$ cat config.mk
export PLATFORM = sky130hd
export DESIGN_NAME = pulse_seq_gen
export DESIGN_NICKNAME = d
export VERILOG_FILES = /design/src/rtl/pulse_seq_gen.sv
export SDC_FILE = /design/constraint.sdc
export NUM_CORES = 1
export LEC_CHECK = 0
export ABC_CLOCK_PERIOD_IN_PS = 1500
export BUFFER_PORTS_ARGS = -buffer_cell sky130_fd_sc_hd__buf_2
export CAP_MARGIN = 15
export CORE_MARGIN = 2
export CORE_UTILIZATION = 52
export CTS_CLUSTER_DIAMETER = 30
export DETAILED_ROUTE_END_ITERATION = 8
export PLACE_DENSITY = 0.76
export SKIP_CTS_REPAIR_TIMING = 1
export SLEW_MARGIN = 5
export SYNTH_ARGS = -nofsm -noshare
export SYNTH_HDL_FRONTEND = slang
export SYNTH_SLANG_ARGS = --single-unit
$ cat constraint.sdc
create_clock -name clock -period 1.5 [get_ports clock]
set_input_delay 0.3 -clock clock [delete_from_list [all_inputs] [get_ports clock]]
set_output_delay 0.3 -clock clock [all_outputs]
set_load 0.005 [all_outputs]
$ cat src/rtl/pulse_seq_gen.sv
// pulse_seq_gen: multi-channel one-shot pulse sequencer with holdoff,
// per-channel retrigger mode, busy status and sticky missed-trigger flags.
module pulse_seq_gen #(
  parameter int CHANNELS  = 4,
  parameter int PULSE_LEN = 3,
  parameter int GAP       = 2
) (
  input  logic                clock,
  input  logic                reset,
  input  logic [CHANNELS-1:0] x_in,
  input  logic [CHANNELS-1:0] mode_retrig,
  input  logic                miss_clr,
  output logic [CHANNELS-1:0] y_out,
  output logic [CHANNELS-1:0] busy,
  output logic [CHANNELS-1:0] miss
);
  localparam int MAXLEN = (PULSE_LEN > GAP) ? PULSE_LEN : GAP;
  localparam int CW = $clog2(MAXLEN + 1);
  localparam logic [CW-1:0] PULSE_LD = CW'(PULSE_LEN - 1);
  localparam logic [CW-1:0] GAP_LD = (GAP > 0) ? CW'(GAP - 1) : '0;
  typedef enum logic [1:0] {S_IDLE, S_ARMED, S_PULSE, S_GAP} state_e;
  for (genvar c = 0; c < CHANNELS; c++) begin : g_ch
    state_e        state_q;
    logic [CW-1:0] cnt_q;
    logic          x_prev_q;
    logic          miss_q;
    logic          rise;
    logic          miss_d;
    assign rise = ~x_prev_q & x_in[c];
    // an edge is lost in holdoff, or mid-pulse when the channel cannot retrigger
    assign miss_d = (miss_q & ~miss_clr) |
                    (rise & ((state_q == S_GAP) | ((state_q == S_PULSE) & ~mode_retrig[c])));
    always_ff @(posedge clock) begin
      if (reset) begin
        state_q  <= S_IDLE;
        cnt_q    <= '0;
        x_prev_q <= 1'b1;
        miss_q   <= 1'b0;
      end else begin
        x_prev_q <= x_in[c];
        miss_q   <= miss_d;
        case (state_q)
          S_IDLE:  if (!x_in[c]) state_q <= S_ARMED;
          S_ARMED: if (x_in[c]) begin
            state_q <= S_PULSE;
            cnt_q   <= PULSE_LD;
          end
          S_PULSE: if (mode_retrig[c] && rise) cnt_q <= PULSE_LD;
          else if (cnt_q == '0) begin
            state_q <= (GAP > 0) ? S_GAP : S_IDLE;
            cnt_q   <= GAP_LD;
          end else cnt_q <= cnt_q - 1'b1;
          S_GAP:   if (cnt_q == '0) state_q <= S_IDLE;
          else cnt_q <= cnt_q - 1'b1;
          default: state_q <= S_IDLE;
        endcase
      end
    end
    assign y_out[c] = state_q == S_PULSE;
    assign busy[c]  = (state_q == S_PULSE) || (state_q == S_GAP);
    assign miss[c]  = miss_q;
  end
endmodule

Yosys cells after proc, flatten, opt, wreduce, memory -nomap -nowiden

Cells that the tools add are included.

Output and inout port bits: 12
Register bits after elaboration: 24
Word-level logic and storage cells: 157

Add/sub/neg operators: 4
Muxes and demuxes: 40
Equal/unequal tests: 36
Bitwise logic cells: 33
Reductions and logical operators: 28

Operator list:

| kind                                                  | number |
|---|---|
| two-way mux 2 bit                                     | 32 |
| inequality test 2 bit, second input constant          | 18 |
| case mux 2 bit (4 select lines)                       | 4 |
| case mux 2 bit (3 select lines)                       | 4 |
| AND reduction 5 bit                                   | 4 |
| AND 1 bit                                             | 16 |
| == test 2 bit, second input constant                  | 8 |
| zero test 2 bit                                       | 8 |
| inequality test 2 x 1 -> 1 bit, second input constant | 6 |
| AND reduction 3 bit                                   | 4 |
| nonzero test 3 bit                                    | 4 |
| inverter 1 bit                                        | 9 |
| == test 2 x 1 -> 1 bit, second input constant         | 4 |
| bitwise OR 1 bit                                      | 8 |
| subtractor 2 x 1 -> 2 bit, second input constant      | 4 |
| logical AND 1 bit                                     | 4 |
| logical OR 1 bit                                      | 4 |

Depth between registers and ports, before layout

Gate-level depths: netlist of the first run.

Depth in word-level cells: 5
Gate-level depth with buffers: 6
Depth with buffers taken out: 6

Worst setup path after synthesis of the first run

Ideal clock, no wire load.

Path type: register to register
Start point: register g_ch[1].cnt_q[0]
End point: register g_ch[1].cnt_q[0]
Setup time: 0.071 ns
Cell stages (with the launch flop): 6
Setup slack: -0.171 ns
Period minus slack after synthesis: 1.671 ns
Data arrival time: 1.600 ns
Data required time: 1.429 ns
Cell sequence: dfxtp_1 inv_1 ha_1 a221o_1 or4b_1 a21oi_1

Word-level cells in the longest chain between the ends: 4

Ends and longest elaborated chain:

| item                                                                | RTL line | source |
|---|---|---|
| from (decl)                                                         | 24       | `logic [CW-1:0] cnt_q;` |
| from (signal assigned)                                              | 52       | `end else cnt_q <= cnt_q - 1'b1;` |
| from (signal assigned)                                              | 54       | `else cnt_q <= cnt_q - 1'b1;` |
| subtractor 2 x 1 -> 2 bit / zero test 2 bit (equally long branches) | -        |  |
| two-way mux 2 bit                                                   | 49       | `else if (cnt_q == '0) begin` |
| two-way mux 2 bit                                                   | 48       | `S_PULSE: if (mode_retrig[c] && rise) cnt_q <= PULSE_LD;` |
| case mux 2 bit (3 select lines)                                     | 42       | `case (state_q)` |

Several ways; a longest one is shown, not always the timed one. The select of a mux whose other input is x is not followed.
A chain may end at the register's enable or synchronous reset.

Worst setup path after layout of the first run

Start point: register g_ch[0].state_q[0]
End point: output port busy[0]

Word-level cells in the longest chain between the ends: 2

Ends and longest elaborated chain:

| item                   | RTL line | source |
|---|---|---|
| from (decl)            | 23       | `state_e state_q;` |
| from (signal assigned) | 50       | `state_q <= (GAP > 0) ? S_GAP : S_IDLE;` |
| == test 2 bit          | 60       | `assign busy[c] = (state_q == S_PULSE) \|\| (state_q == S_GAP);` |
| logical OR 1 bit *     | 60       |  |
| to (decl)              | 14       | `output logic [CHANNELS-1:0] busy,` |

Every way passes the cells marked *; elsewhere a longest branch is shown, timed or not.

==> reports/results.ini, run 1 <==
[power_and_ir_drop]
p_sw_uw = 1992
post-layout-total-power_uw = 4741
leakagePower_uw = 0.001071
p_seq_share_pct = 22.8
combPwrFrac_pct = 69.5
swShare_pct = 42.02
p_per_area_nw_per_um2 = 1852
intPower_uw = 2749
p_clk_share_pct = 7.7
ir_worst_vdd_uv = 1183

[synthesis]
synth_top_family_by_area = adder cells
synth_nets = 239
yosysSeqAreaShare_pct = 27.75
ys_warn_count = 0
synth.distinct_cells = 36
synth-xor-area-share_pct = 0
yosys.area.top_type_share_pct = 27.75
synth_compound_area_share_pct = 18.14
ys.flop_type = dfxtp_1
synth_mux_area_share_pct = 6.358
syn_area_per_cell_um2 = 8.926
syn-cell-area_um2 = 1732
synth_most_common_cell = ha_1
synthCells = 194
ys_seq_elements = 24
synthSimpleGateAreaFrac_pct = 14.31
ys_top_cells_by_area = dfxtp_1 28%, ha_1 25%, mux2i_1 6.4%, inv_1 6.3%, a21oi_1 5.2%
post-synth-top-area-cell = dfxtp_1
synth-async-reset-ratio_pct = 0
synthAdderAreaFrac_pct = 24.57
synth_common_cells = 34 x ha_1, 29 x inv_1, 24 x dfxtp_1
synth_edf_count = 0

[place]
dpl.hpwl_mm = 3.004
dpl_cell_area_um2 = 2111
pre_cts_ws_ps = -115.5
place.gp.congestion = 0.8110
io_buffer_count = 22

[timing]
fmaxAchievable_mhz = 583.7
hold_violations = 0
rsz0062_at_grt = true
fin_ws_ps = -213.2
slew_viol_final = 0
fin_tns_setup_ps = -1378
setup_viol = 10
tightest_slew_ps = 287.2
period_share_pct = 114.2
relSlewSlack_pct = 80.82
skew_ps = 3.128
fin_crit_ps = 1713

[clock_tree]
clock_latency_ps = 330
clock_sinks = 24
cts_made_buffers = 3
cts_tree = done
clockBufferDepth = 2
cts.clk_slew.worst_paths_ps = 140
htree_levels = 1
cts_root_buf = clkbuf_4

[grt]
grt_usage_pct = 21.88
grt_max_degree = 17
grt_pass1_vias = 1541
grt_pass1_wl_mm = 6.134
antenna_found_initial = 0
overflow = 0

[worst_setup_path]
cp.arrival_ps = 1410
critical_path_peak_fanout = 4
required_ps = 1200
cp-end-kind = primary output
path_class = reg -> out
start_kind = flop

[cells_and_area]
antennaDiodeCount = 0
fin_nets = 297
area_delta_synth_final_pct = 47.83
fin_util_pct = 82.50
fin_area_um2 = 2560
drive_above_1_share_pct = 55.38

[outcome]
violations = negative setup slack
status = finished, violations left

[route]
drc = 0
drt.antenna.violating_nets = 0
wire_per_inst_um = 15.03
routed_wl_mm = 4.433
dr.pass1.iters = 4
via_count = 1578
first_iter_violations = 55
avgViaCountPerCell = 5.349

[floorplanning]
ios = 23
initial_core_util_pct = 55.81
fp.dieH_um = 61.71
core_um2 = 3103
die-area_um2 = 3808
rows = 20
die_w_um = 61.71

[flow_run]
drv_cap = 0

[worst_hold_path]
hp-class = in -> reg

-- path summary, 6_finish.rpt --
path / startpoint / end / slack (ps) / cells past startpoint
setup / recovery: g_ch[0].state_q[0]$_SDFFE_PP0P_ / busy[0] / -210 / 5
hold / removal: x_in[1] / g_ch[1].x_prev_q$_SDFF_PP1_ / 180 / 2
setup reg to reg: g_ch[0].state_q[0]$_SDFFE_PP0P_ / g_ch[0].cnt_q[0]$_SDFFE_PP0P_ / -160 / 5
hold reg to reg: g_ch[2].miss_q$_SDFF_PP0_ / g_ch[2].miss_q$_SDFF_PP0_ / 480 / 2
-- cell families (layout without fill, tap and decap cells) --
logic type,count (synthesis),count (layout)
fa+ha+maj,34,34
buf+inv,37,94
simple gates,41,41
mux,11,11
flops,24,24
compound gates,47,47
-- power by group through the flow --
stage / Combinational, µW / Clock [µW] / Sequential (µW)
floorplan: 1390 / 0 / 982
global placement: 2140 / 0 / 985
detailed placement: 2280 / 0 / 1010
CTS: 2300 / 371 / 992
global route: 3590 / 397 / 1100
finish: 3300 / 366 / 1080
-- layer usage --
metal	global-route usage [%]	routed length, µm	part of all wire (%)
met1	21.05	1739	39
met2	44.66	2524	57
met3	4.555	123	2.8
met4	7.903	46	1.0
met5	0	0	0
-- critical path: stages (launching register included) --
cell	delay, ps
dfxtp_4	390
inv_2	50
buf_6	120
ha_4	160
or2_4	260
buf_6	120
-- placed cells by master (no fill, tap or decap), types with 4 or more instances in the layout --
cell	instances
buf_2	19
dfxtp_1	11
buf_4	33
nand2b_1	4
dfxtp_4	8
dfxtp_2	5
ha_2	9
or2_2	4
buf_6	6
nor2_1	11
ha_4	10
a21oi_1	13
o21a_1	4
a21oi_2	4
ha_1	15
inv_2	9
mux2i_1	9
inv_1	19
nand3b_1	5
-- registers in the layout, indices dropped and copies added, names as in the netlist --
name,cells
g_ch.state_q,8
g_ch.miss_q,4
g_ch.x_prev_q,4
g_ch.cnt_q,8
-- metrics by stage --
step | hold WS (ps) | std cells
2_1_floorplan | 403.8 | 194
3_3_place_gp | 453.9 | 280
3_5_place_dp | 458.3 | 280
4_1_cts | 179.6 | 284
5_1_grt | 171.4 | 295
6_report | 181.6 | 295
-- final cells by class --
type                    instances  area [µm²]
repair buffers                 59       430.4
clock buffers                   4       36.28
fillers                       199       543.0
inverters                      31       123.9
multi-input cells             133        1398
well taps                      44       55.05
flip-flops and latches         24       516.7
No activity file was read; power rests on OpenSTA's default activity.
==> inputs of run 2 (changes only) <==
Settings changed: CORE_UTILIZATION 52 to 40, PLACE_DENSITY 0.76 to not set, SLEW_MARGIN 5 to 20.
==> reports/results.ini, run 2 (same netlist as run 1, synthesis figures left out) <==
[outcome]
status = finished, violations left  ; unchanged
violations = negative setup slack  ; unchanged

[clock_tree]
cts_made_buffers = 3  ; unchanged
cts_tree = done  ; unchanged
clock_latency_ps = 260  ; was 330 ps
clockBufferDepth = 2  ; unchanged
clock_sinks = 24  ; unchanged
htree_levels = 1  ; unchanged
cts_root_buf = clkbuf_8  ; was clkbuf_4
cts.clk_slew.worst_paths_ps = 80  ; was 140 ps

[timing]
whs_ps = 293.9  ; was 181.6 ps
relSlewSlack_pct = 71.34  ; was 80.82%
fin_tns_setup_ps = -662.0  ; was -1378 ps
fmaxAchievable_mhz = 612.1  ; was 583.7 MHz
fin_crit_ps = 1634  ; was 1713 ps
tightest_slew_ps = 419.1  ; was 287.2 ps
fin_ws_ps = -133.8  ; was -213.2 ps
rsz0062_at_grt = true  ; unchanged
period_share_pct = 108.9  ; was 114.2%
skew_ps = 5.177  ; was 3.128 ps
setup_viol = 8  ; was 10
slew_viol_final = 0  ; unchanged
hold_violations = 0  ; unchanged

[cells_and_area]
multi_input_area_um2 = 1386  ; was 1398 µm²
area_delta_synth_final_pct = 53.40  ; was 47.83%
drive_above_1_share_pct = 55.73  ; was 55.38%
ff_latch_area_um2 = 514.2  ; was 516.7 µm²
nFillCells = 361  ; was 199
antennaDiodeCount = 0  ; unchanged
fin_util_pct = 65.00  ; was 82.50%
final_common_cell = buf_4  ; unchanged
mostFrequentLayoutCells = 40 x buf_4, 21 x buf_2, 18 x inv_1, 15 x a21oi_1, 13 x ha_4  ; was 33 x buf_4, 19 x inv_1, 19 x buf_2, 15 x ha_1, 13 x a21oi_1
top_regs = g_ch.cnt_q: 8 flops, g_ch.state_q: 8 flops  ; unchanged
fin_nets = 308  ; was 297
fin_area_um2 = 2656  ; was 2560 µm²

[worst_setup_path]
timing.rr.start = g_ch[1].state_q[1]$_SDFFE_PP0P_  ; was g_ch[0].state_q[0]$_SDFFE_PP0P_
worst_r2r_endpoint = g_ch[1].cnt_q[0]$_SDFFE_PP0P_  ; was g_ch[0].cnt_q[0]$_SDFFE_PP0P_
path_class = reg -> reg  ; was reg -> out
start_kind = flop  ; unchanged
required_ps = 1700  ; was 1200 ps
critical_path_peak_fanout = 4  ; unchanged
reg2regPathDepth = 5  ; unchanged
cp.arrival_ps = 1830  ; was 1410 ps
cp-end-kind = flop  ; was primary output
reg2reg_slack_ps = -130  ; was -160 ps

[power_and_ir_drop]
leakagePower_uw = 0.001125  ; was 0.001071 µW
ir_worst_vdd_uv = 922.9  ; was 1183 µV
p_per_area_nw_per_um2 = 1796  ; was 1852 nW/µm²
post-layout-total-power_uw = 4772  ; was 4741 µW

[grt]
grt_usage_pct = 14.76  ; was 21.88%
antenna_found_initial = 0  ; unchanged
grt_pass1_wl_mm = 6.044  ; was 6.134 mm
overflow = 0  ; unchanged
grt_pass1_vias = 1441  ; was 1,541
grt_max_degree = 14  ; was 17

[route]
drt.antenna.violating_nets = 0  ; unchanged
dr.pass1.iters = 4  ; unchanged
first_iter_violations = 34  ; was 55
via_count = 1558  ; was 1,578
routed_wl_mm = 4.022  ; was 4.433 mm
drc = 0  ; unchanged
avgViaCountPerCell = 4.994  ; was 5.349
wire_per_inst_um = 12.89  ; was 15.03 µm

[floorplanning]
rows = 23  ; was 20
core_um2 = 4086  ; was 3103 µm²
ios = 23  ; unchanged
initial_core_util_pct = 42.38  ; was 55.81%
fp.dieH_um = 69.80  ; was 61.71 µm
die-area_um2 = 4871  ; was 3808 µm²
die_w_um = 69.80  ; was 61.71 µm

[worst_hold_path]
min_path_cells = 2  ; unchanged
min_to = g_ch[0].x_prev_q$_SDFF_PP1_  ; was g_ch[1].x_prev_q$_SDFF_PP1_
worstHoldStart = x_in[0]  ; was x_in[1]
hp-class = in -> reg  ; unchanged

[place]
place.gp.congestion = 0.7597  ; was 0.8110
io_buffer_count = 22  ; unchanged
dpl_cell_area_um2 = 2218  ; was 2111 µm²
dpl.hpwl_mm = 2.899  ; was 3.004 mm

[flow_run]
drv_cap = 0  ; unchanged

run 2: final cells by class:
| type | count | area share, % |
|---|---|---|
| repair buffers | 70 | 19.08 |
| inverters | 31 | 4.946 |
| multi-input cells | 133 | 52.19 |
| well taps | 50 | 2.355 |
| clock buffers | 4 | 2.073 |
| flip-flops and latches | 24 | 19.36 |
run 2: where the power goes:
| group | leakage (µW) | switching (µW) | internal (µW) |
|---|---|---|---|
| Combinational | 0.000892 | 1490 | 1750 |
| Clock | 0.0000288 | 201 | 234 |
| Sequential | 0.000204 | 210 | 879 |
run 2: critical path, stage by stage, from the launching register on:
cell and delay (ps):
dfxtp_4 380, inv_2 50, ha_2 170, a221o_1 320, or4b_4 530, a21oi_2 120
run 2: metal layers:
metal	up-vias	GRT usage, %	share of wire, %
met5	-	0	0
met4	0	3.846	0.60
met3	2	2.616	2.4
met2	15	27.41	54
met1	730	17.27	43
li1	811	-	-
run 2: worst max-delay path by stage:
stage                                    startpoint                             to  slack (ps)
floorplan           g_ch[1].state_q[1]$_SDFFE_PP0P_  g_ch[1].cnt_q[0]$_SDFFE_PP0P_         -80
global placement    g_ch[1].state_q[1]$_SDFFE_PP0P_  g_ch[1].cnt_q[0]$_SDFFE_PP0P_         -70
detailed placement  g_ch[1].state_q[1]$_SDFFE_PP0P_  g_ch[1].cnt_q[0]$_SDFFE_PP0P_         -90
CTS                 g_ch[2].state_q[0]$_SDFFE_PP0P_                        busy[2]        -270
global route        g_ch[1].state_q[1]$_SDFFE_PP0P_  g_ch[1].cnt_q[0]$_SDFFE_PP0P_        -180
finish              g_ch[1].state_q[1]$_SDFFE_PP0P_  g_ch[1].cnt_q[0]$_SDFFE_PP0P_        -130
run 2: per-stage QoR:
step / cells / worst slack, ps
after floorplan: 194 / -83.10
after global placement: 301 / -67.77
after detailed placement: 301 / -87.56
after CTS: 305 / -267.3
after global routing: 312 / -177.2
final: 312 / -133.8
==> inputs of run 3 (changes only) <==
==> constraint.sdc (replaced) <==
create_clock -name clock -period 1.5 [get_ports clock]
set_input_delay 0.15 -clock clock [delete_from_list [all_inputs] [get_ports clock]]
set_output_delay 0.15 -clock clock [all_outputs]
set_load 0.005 [all_outputs]
==> reports/results.ini, run 3 (same netlist as run 1, synthesis figures left out) <==
[route]
routed_wl_mm = 3.587  ; was 4.022 mm
drt.antenna.violating_nets = 0  ; unchanged
avgViaCountPerCell = 4.839  ; was 4.994
dr.pass1.iters = 3  ; was 4
wire_per_inst_um = 11.53  ; was 12.89 µm
via_count = 1505  ; was 1,558
first_iter_violations = 39  ; was 34
drc = 0  ; unchanged

[clock_tree]
cts_made_buffers = 3  ; unchanged
cts_tree = done  ; unchanged
clock_sinks = 24  ; unchanged
cts_root_buf = clkbuf_8  ; unchanged
htree_levels = 1  ; unchanged
clock_latency_ps = 260  ; about the same
cts.clk_slew.worst_paths_ps = 80  ; about the same
clockBufferDepth = 2  ; unchanged

[timing]
skew_ps = 4.750  ; was 5.177 ps
whs_ps = 144.8  ; was 293.9 ps
hold_violations = 0  ; unchanged
tightest_slew_ps = 317.5  ; was 419.1 ps
fmaxAchievable_mhz = 622.0  ; was 612.1 MHz
rsz0062_at_grt = true  ; unchanged
slew_viol_final = 0  ; unchanged
fin_crit_ps = 1608  ; was 1634 ps
relSlewSlack_pct = 78.83  ; was 71.34%
setup_viol = 6  ; was 8
period_share_pct = 107.2  ; was 108.9%
fin_ws_ps = -107.7  ; was -133.8 ps

[cells_and_area]
nFillCells = 392  ; was 361
mostFrequentLayoutCells = 45 x buf_4, 22 x buf_2, 21 x inv_1, 16 x ha_1, 15 x a21oi_1  ; was 40 x buf_4, 21 x buf_2, 18 x inv_1, 15 x a21oi_1, 13 x ha_4
fin_area_um2 = 2472  ; was 2656 µm²
drive_above_1_share_pct = 50.57  ; was 55.73%
fin_nets = 307  ; was 308
fin_cells = 311  ; was 312
fin_util_pct = 60.50  ; was 65.00%
top_regs = g_ch.cnt_q: 8 flops, g_ch.state_q: 8 flops  ; unchanged
final_common_cell = buf_4  ; unchanged
area_delta_synth_final_pct = 42.77  ; was 53.40%
antennaDiodeCount = 0  ; unchanged

[worst_setup_path]
path_class = reg -> reg  ; unchanged
reg2reg_slack_ps = -110  ; was -130 ps
cp-end-kind = flop  ; unchanged
critical_path.max_stage_delay_ps = 520  ; was 530 ps
timing.rr.start = g_ch[1].state_q[1]$_SDFFE_PP0P_  ; unchanged
start_kind = flop  ; unchanged
cp_num_cells = 5  ; unchanged
critical_path.top_delay_family = simple AND/OR/NAND/NOR gates  ; unchanged
cp.arrival_ps = 1800  ; was 1830 ps
worst_r2r_endpoint = g_ch[1].cnt_q[0]$_SDFFE_PP0P_  ; unchanged
reg2regPathDepth = 5  ; unchanged
cp-endpoint = g_ch[1].cnt_q[0]$_SDFFE_PP0P_  ; unchanged
crit_buf_inv = 1  ; unchanged
critical_path_peak_fanout = 3  ; was 4
slowest_stage = or4b_4  ; unchanged
required_ps = 1700  ; about the same
crit_chain = inv_2, ha_1, a221o_1, or4b_4, a21oi_2  ; was inv_2, ha_2, a221o_1, or4b_4, a21oi_2
startpoint = g_ch[1].state_q[1]$_SDFFE_PP0P_  ; unchanged

[flow_run]
drv_cap = 0  ; unchanged

[grt]
antenna_found_initial = 0  ; unchanged
grt_usage_pct = 14.84  ; was 14.76%
grt_pass1_vias = 1453  ; was 1,441
grt_max_degree = 16  ; was 14
grt_pass1_wl_mm = 6.058  ; was 6.044 mm
overflow = 0  ; unchanged

[power_and_ir_drop]
ir_worst_vdd_uv = 1152  ; was 922.9 µV
leakagePower_uw = 0.001096  ; was 0.001125 µW
post-layout-total-power_uw = 4274  ; was 4772 µW
p_per_area_nw_per_um2 = 1729  ; was 1796 nW/µm²

[floorplanning]
ios = 23  ; unchanged
core_um2 = 4086  ; unchanged
die-area_um2 = 4871  ; unchanged
rows = 23  ; unchanged
fp.dieH_um = 69.80  ; unchanged
die_w_um = 69.80  ; unchanged
initial_core_util_pct = 42.38  ; unchanged

[outcome]
status = finished, violations left  ; unchanged
violations = negative setup slack  ; unchanged

[place]
dpl_cell_area_um2 = 2233  ; was 2218 µm²
dpl.hpwl_mm = 2.795  ; was 2.899 mm
io_buffer_count = 22  ; unchanged
place.gp.congestion = 0.7412  ; was 0.7597
dp.cells = 303  ; was 301

[worst_hold_path]
hp-class = in -> reg  ; unchanged

run 3: cell types whose count changed in the layout (fill, tap and decap cells not counted), moves of 2 or more:
| cell | delta |
|---|---|
| ha_1 | +4 |
| ha_4 | -7 |
| dfxtp_4 | -3 |
| nor3_4 | -2 |
| dfxtp_2 | +3 |
| inv_1 | +3 |
| inv_4 | -3 |
| a221oi_1 | +3 |
| mux2i_1 | +2 |
| buf_4 | +5 |
| ha_2 | +3 |
| a221oi_2 | -3 |
| buf_6 | -7 |
| mux2i_2 | -2 |
run 3: worst min path at each step:
stage,to,cells past startpoint,from
after floorplan,g_ch[0].x_prev_q$_SDFF_PP1_,1,reset
after global placement,g_ch[0].x_prev_q$_SDFF_PP1_,2,x_in[0]
after detailed placement,g_ch[0].x_prev_q$_SDFF_PP1_,2,x_in[0]
after CTS,g_ch[0].x_prev_q$_SDFF_PP1_,2,x_in[0]
after global routing,g_ch[0].x_prev_q$_SDFF_PP1_,2,x_in[0]
final,g_ch[0].x_prev_q$_SDFF_PP1_,2,x_in[0]
run 3: worst register-to-register path: cells and delay by family, from the launching register on:
family          cells  cell delay (ps)
simple gates        1              520
compound gates      2              420
fa+ha+maj           1              180
buf+inv             1               50
flops               1              370
run 3: where the power goes:
group | switching [µW] | total (µW) | internal [µW]
registers | 170 | 1030 | 861
logic | 1290 | 2850 | 1560
clock network | 199 | 389 | 189
total | 1660 | 4270 | 2610
run 3: area by class of cell:
cell class              count  area [µm²]  area share, %
well taps                  50       62.56          2.530
flip-flops and latches     24       506.7          20.50
clock buffers               4       45.04          1.822
inverters                  31       123.9          5.010
repair buffers             69       470.5          19.03
multi-input cells         133        1264          51.11
run 3: metal layers:
| layer | global-route usage (%) | vias to the layer above | routed length (µm) |
|---|---|---|---|
| li1 | - | 811 | - |
| met1 | 18.11 | 677 | 1625 |
| met2 | 26.98 | 15 | 1866 |
| met3 | 2.762 | 2 | 78 |
| met4 | 2.991 | 0 | 17 |
| met5 | 0 | - | 0 |
run 3: stage by stage:
| stage | TNS, ps | setup slack, ps |
|---|---|---|
| 2_1_floorplan | -139.9 | -83.10 |
| 3_3_place_gp | -254.4 | -60.71 |
| 3_5_place_dp | -360.2 | -87.48 |
| 4_1_cts | -1082 | -213.1 |
| 5_1_grt | -970.2 | -163.4 |
| 6_report | -425.1 | -107.7 |
